==> src/rtl/bitfusion_pkg.sv <==
// rtl/bitfusion_pkg.sv - shared types and helpers for the bitbrick sequencer
package bitfusion_pkg;

  typedef enum logic [1:0] {
    PREC2 = 2'b00,
    PREC4 = 2'b01,
    PREC8 = 2'b10
  } prec_e;

  typedef enum logic [1:0] {
    IDLE,
    RUN,
    DONE
  } state_e;

  localparam int BB_W      = 2;
  localparam int BB_PROD_W = 10;
  localparam int BB_SIG_W  = 6;

  // The reserved code 2'b11 behaves as full 8-bit precision.
  function automatic prec_e prec_decode(logic [1:0] code);
    case (code)
      2'b00:   return PREC2;
      2'b01:   return PREC4;
      default: return PREC8;
    endcase
  endfunction

  function automatic logic [2:0] slices_of(prec_e p);
    case (p)
      PREC2:   return 3'd1;
      PREC4:   return 3'd2;
      default: return 3'd4;
    endcase
  endfunction

endpackage

==> src/rtl/bitbrick_sequencer_slice_mux.sv <==
// rtl/bitbrick_sequencer_slice_mux.sv - selects the current A/B slice pair and their sign flags
module bb_slice_mux
  import bitfusion_pkg::*;
#(
  parameter int OPW = 8,
  parameter int IW  = 2
) (
  input  logic [OPW-1:0]  a_r,
  input  logic [OPW-1:0]  b_r,
  input  logic [IW-1:0]   i,
  input  logic [IW-1:0]   j,
  input  logic [IW:0]     n,
  input  logic            a_signed,
  input  logic            b_signed,
  output logic [BB_W-1:0] bb_x,
  output logic            bb_sx,
  output logic [BB_W-1:0] bb_y,
  output logic            bb_sy
);

  logic [IW:0] top_idx;

  assign top_idx = n - 1'b1;

  // Only the most significant slice of a signed operand is treated as signed.
  always_comb begin
    bb_x  = a_r[{i, 1'b0} +: BB_W];
    bb_y  = b_r[{j, 1'b0} +: BB_W];
    bb_sx = a_signed && ({1'b0, i} == top_idx);
    bb_sy = b_signed && ({1'b0, j} == top_idx);
  end

endmodule

==> src/rtl/bitbrick_sequencer.sv <==
// rtl/bitbrick_sequencer.sv - drives one 2-bit bitbrick over all slice pairs and accumulates the product
module bitbrick_sequencer
  import bitfusion_pkg::*;
#(
  parameter int OPW  = 8,
  parameter int RESW = 2 * OPW
) (
  input  logic                 clk,
  input  logic                 rst,
  input  logic                 in_valid,
  output logic                 in_ready,
  input  logic [OPW-1:0]       a,
  input  logic [OPW-1:0]       b,
  input  logic                 a_signed,
  input  logic                 b_signed,
  input  logic [1:0]           prec,
  output logic [BB_W-1:0]      bb_x,
  output logic                 bb_sx,
  output logic [BB_W-1:0]      bb_y,
  output logic                 bb_sy,
  output logic [2:0]           bb_shift,
  input  logic [BB_PROD_W-1:0] bb_prod,
  output logic                 out_valid,
  input  logic                 out_ready,
  output logic [RESW-1:0]      result
);

  localparam int IW = (OPW / 2 > 1) ? $clog2(OPW / 2) : 1;

  state_e          state, state_nxt;
  logic [OPW-1:0]  a_r, b_r;
  logic            as_r, bs_r;
  logic [IW:0]     n_r;
  logic [IW-1:0]   i_r, j_r;
  logic [RESW-1:0] acc, acc_nxt, result_r, pp;
  logic [IW+1:0]   shamt;
  logic            last_i, last_j, run_en;
  logic [BB_W-1:0] mx_x, mx_y;
  logic            mx_sx, mx_sy;
  logic            unused_prod;

  bb_slice_mux #(.OPW(OPW), .IW(IW)) u_mux (
    .a_r      (a_r),
    .b_r      (b_r),
    .i        (i_r),
    .j        (j_r),
    .n        (n_r),
    .a_signed (as_r),
    .b_signed (bs_r),
    .bb_x     (mx_x),
    .bb_sx    (mx_sx),
    .bb_y     (mx_y),
    .bb_sy    (mx_sy)
  );

  assign last_i = ({1'b0, i_r} == n_r - 1'b1);
  assign last_j = ({1'b0, j_r} == n_r - 1'b1);

  // Alignment reaches 12 bits, beyond the bitbrick's shift range, so it is applied here.
  assign pp          = {{(RESW-BB_SIG_W){bb_prod[BB_SIG_W-1]}}, bb_prod[BB_SIG_W-1:0]};
  assign shamt       = {({1'b0, i_r} + {1'b0, j_r}), 1'b0};
  assign acc_nxt     = acc + (pp << shamt);
  assign unused_prod = ^bb_prod[BB_PROD_W-1:BB_SIG_W];

  always_comb begin
    state_nxt = state;
    in_ready  = 1'b0;
    out_valid = 1'b0;
    run_en    = 1'b0;
    case (state)
      IDLE: begin
        in_ready = ~rst;
        if (in_valid) state_nxt = RUN;
      end
      RUN: begin
        run_en = ~rst;
        if (last_i && last_j) state_nxt = DONE;
      end
      DONE: begin
        out_valid = ~rst;
        if (out_ready) state_nxt = IDLE;
      end
      default: state_nxt = IDLE;
    endcase
  end

  assign bb_x     = run_en ? mx_x : '0;
  assign bb_y     = run_en ? mx_y : '0;
  assign bb_sx    = run_en & mx_sx;
  assign bb_sy    = run_en & mx_sy;
  assign bb_shift = 3'd0;
  assign result   = rst ? '0 : result_r;

  always_ff @(posedge clk) begin
    if (rst) begin
      state    <= IDLE;
      acc      <= '0;
      i_r      <= '0;
      j_r      <= '0;
      a_r      <= '0;
      b_r      <= '0;
      as_r     <= 1'b0;
      bs_r     <= 1'b0;
      n_r      <= '0;
      result_r <= '0;
    end else begin
      state <= state_nxt;
      case (state)
        IDLE: if (in_valid) begin
          a_r  <= a;
          b_r  <= b;
          as_r <= a_signed;
          bs_r <= b_signed;
          n_r  <= (IW+1)'(slices_of(prec_decode(prec)));
          acc  <= '0;
          i_r  <= '0;
          j_r  <= '0;
        end
        RUN: begin
          acc <= acc_nxt;
          if (last_j) begin
            j_r <= '0;
            i_r <= i_r + 1'b1;
          end else begin
            j_r <= j_r + 1'b1;
          end
          if (last_i && last_j) result_r <= acc_nxt;
        end
        default: ;
      endcase
    end
  end

endmodule

==> config.mk <==
export PLATFORM = sky130hd
export DESIGN_NAME = bitbrick_sequencer
export DESIGN_NICKNAME = d
export VERILOG_FILES = /design/src/rtl/bitfusion_pkg.sv /design/src/rtl/bitbrick_sequencer_slice_mux.sv /design/src/rtl/bitbrick_sequencer.sv
export SDC_FILE = /design/constraint.sdc
export NUM_CORES = 1
export LEC_CHECK = 0
export BUFFER_PORTS_ARGS = -buffer_cell sky130_fd_sc_hd__clkbuf_2
export CAP_MARGIN = 15
export CORE_MARGIN = 1.5
export CORE_UTILIZATION = 51
export CTS_CLUSTER_DIAMETER = 60
export DETAILED_ROUTE_END_ITERATION = 6
export PLACE_DENSITY = 0.79
export SLEW_MARGIN = 20
export SYNTH_ARGS = -nofsm -noshare
export SYNTH_HDL_FRONTEND = slang
export SYNTH_HIERARCHICAL = 1
export SYNTH_SLANG_ARGS = --single-unit
==> constraint.sdc <==
create_clock -name clk -period 3.4 [get_ports clk]
set_clock_uncertainty 0.2 [all_clocks]
set_input_delay 0.51 -clock clk [delete_from_list [all_inputs] [get_ports clk]]
set_output_delay 0.51 -clock clk [all_outputs]
set_load 0.01 [all_outputs]
==> flow_metrics.py <==
metrics = {
    "place": {
        "gp_congestion": 0.8983,
        "dp_hpwl_mm": 6.206,
        "port_buffers": 53,
        "dp_slack_ns": -0.1868,
        "placed_cell_area_um2": 4093,
    },
    "run_status": {
        "violations": "setup timing",
        "status": "complete, but fails checks",
    },
    "pwr": {
        "clkPwrFrac_pct": 32.4,
        "p_total_mw": 2.074,
        "p_int_mw": 1.380,
        "pwr-share-seq_pct": 36.2,
        "p_sw_mw": 0.6939,
        "pwr-share-comb_pct": 31.3,
        "sw_frac_of_total_pct": 33.47,
        "powerDensity_nw_per_um2": 437.4,
        "ir_worst_vdd_uv": 273.1,
        "power_leakage_nw": 1.977,
    },
    "synth": {
        "synth_ff_type": "dfxtp_1",
        "synth-edff-count": 0,
        "synth_area_leaders": "dfxtp_1, nand2_1, a21oi_1",
        "avgSynthCellArea_um2": 7.927,
        "synth_commonest_cells": "nand2_1, dfxtp_1, a21oi_1, nor2_1, nor2b_1",
        "synth_top_area_share_pct": 33.11,
        "async_flop_share_pct": 0,
        "synth_cell_types": 53,
        "ys_warn_count": 6,
        "netlist_instances": 450,
        "yosysSeqAreaShare_pct": 33.11,
        "yosysTopAreaCell": "dfxtp_1",
        "synth_most_common_cell": "nand2_1",
        "synth-seq-cells": 59,
        "syn_area_um2": 3567,
    },
    "cts": {
        "postCtsHoldBufs": 0,
        "cts_num_sinks": 59,
        "numCtsBuffers": 9,
        "cts_max_path_buffers": 2,
        "cts_max_level": 3,
        "clk_latency_ns": 0.36,
        "clockRootBuffer": "clkbuf_8",
        "clk_pin_slew_worst_paths_ns": 0.07,
        "cts_tree": "done",
    },
    "finish": {
        "register_area_um2": 1190,
        "n_fill_cell": 523,
        "stdcell_area_um2": 4741,
        "final_nets": 586,
        "num_antenna_cells": 0,
        "areaGrowthSynthToFinish_pct": 32.90,
        "multiInputGateArea_um2": 2576,
        "drive_gt1_share_pct": 31.47,
    },
    "sta": {
        "setup_tns_ns": -1.725,
        "setup_viol": 18,
        "rsz0062_at_grt": "true",
        "post-route-period-util_pct": 106.3,
        "slew_headroom_pct": 44.44,
        "setup_ws_ns": -0.2138,
        "tightestPinTransition_ns": 0.8313,
        "hold_ws_ns": 0.1780,
        "hold_viol_final": 0,
        "fin_crit_ns": 3.614,
        "slew_violations": 0,
        "clock.fmax_ghz": 0.2767,
    },
    "global_routing": {
        "grt-ovfl-total": 0,
        "grt_pass1_wl_mm": 15.15,
        "grt_pass1_vias": 3289,
        "antenna_found_initial": 0,
        "track_usage_pct": 25.94,
        "grt_max_degree": 71,
    },
    "routing": {
        "route.detailed.drc": 0,
        "drtAntennaViolNets": 0,
        "drt_iter0_drc": 257,
        "vias": 3612,
        "drt_wl_total_mm": 10.47,
        "drtPass1Iterations": 5,
        "viasPerCell": 5.706,
        "avgRoutedWirePerCell_um": 16.53,
    },
    "worst_hold_path": {
        "hold_class": "primary input to flip-flop",
        "hold_start": "a[3]",
    },
    "setup_path": {
        "critPathMaxFanout": 8,
        "crit_path_start_kind": "flip-flop",
        "crit_type": "flip-flop to flip-flop",
        "required_ns": 3.43,
        "ff2ff_setup_slack_ns": -0.21,
        "critPathLaunch": "i_r[0]",
        "end_kind": "flip-flop",
        "worstReg2RegStart": "i_r[0]",
        "worstPathArrival_ns": 3.65,
    },
    "die": {
        "ios": 61,
        "initial_core_util_pct": 52.50,
        "fp.dieH_um": 86.63,
        "core_um2": 6794,
        "die_area_um2": 7505,
        "fp-row-count": 30,
        "die_w_um": 86.63,
    },
    "job": {
        "max-cap-violations": 0,
    },
}
[placed cells by master, fill, tap and decap left out, types with 4 or more instances in the layout]
master / count
clkbuf_2: 53
nor2b_1: 18
a21o_1: 6
a22o_1: 8
a21oi_4: 4
dfxtp_1: 56
xor2_1: 7
ha_2: 4
ha_4: 6
nand3_1: 9
buf_6: 4
clkbuf_8: 10
mux4_1: 4
nand2_2: 4
o21ai_0: 10
o21ai_1: 7
ha_1: 8
and2_1: 10
xnor2_2: 5
nor2_1: 26
o21a_1: 5
inv_1: 10
buf_4: 40
a21oi_1: 50
nor3_1: 5
nand2b_1: 6
nand2_1: 84
xnor2_1: 10
[power by group through the flow]
stage / sequential [mW] / combinational [mW] / clock (mW)
6_report: 0.751 / 0.650 / 0.672
3_3_place_gp: 0.761 / 0.434 / 0
3_5_place_dp: 0.762 / 0.449 / 0
4_1_cts: 0.749 / 0.514 / 0.668
2_1_floorplan: 0.758 / 0.311 / 0
5_1_grt: 0.754 / 0.691 / 0.712
[layer usage]
metal	track usage [%]	part of all wire (%)
met2	43.47	49
met5	0	0
met1	30.85	40
met3	4.476	6.0
met4	16.13	4.5
[worst max-delay path: stages (launching register included)]
cell and delay, ns:
dfxtp_4 0.36, ha_4 0.12, inv_2 0.03, fa_2 0.65
nand2_1 0.14, buf_4 0.17, o21ai_0 0.11, and2_1 0.23
ha_4 0.23, a21oi_1 0.32, a32o_1 0.29, a21oi_4 0.07
a31oi_1 0.28, xor2_1 0.21, o21ai_1 0.07
[stage by stage]
stage,utilization (%),std cells
2_1_floorplan,-,452
4_1_cts,66.22,625
3_3_place_gp,60.24,603
6_report,69.78,633
3_5_place_dp,60.24,603
5_1_grt,69.78,633
[worst paths after layout]
| kind | endpoint | depth (start not counted) |
|---|---|---|
| worst max-delay path | acc[12] | 14 |
| worst min-delay path | a_r[3] | 3 |
| worst max register to register | acc[12] | 14 |
| worst min register to register | result_r[9] | 2 |
[flip-flops by register name, indices dropped and copies added, names as in the netlist]
| signal | cells |
|---|---|
| as_r | 1 |
| a_r | 8 |
| acc | 16 |
| state | 2 |
| result_r | 16 |
| bs_r | 1 |
| n_r | 3 |
| j_r | 2 |
| i_r | 2 |
| b_r | 8 |
[kinds of logic (layout without fill, tap and decap cells)]
kind of cell	after synthesis	in the layout	share of synthesized area (%)
AO/OA/AOI/OAI	117	117	20.24
other	1	3	0.1051
buffers and inverters	39	124	4.560
AND/OR/NAND/NOR	181	181	24.03
flip-flops	59	59	33.11
adder cells (fa/ha/maj)	20	20	7.436
XOR/XNOR	24	24	6.103
multiplexers	9	9	4.419
[final cells by class]
type	count	area share, %
Timing Repair Buffer	97	12.88
Sequential cell	59	25.10
Clock buffer	10	2.903
Clock inverter	6	1.372
Multi-Input combinational cell	354	54.34
Tap cell	96	2.534
Inverter	11	0.8709
[what timing repair did]
action,in CTS,in global routing
setup buffers,6,8
pin swaps,17,19
setup endpoints to repair,13,18
gates resized for setup,29,34
(Power assumes the default switching activity.)
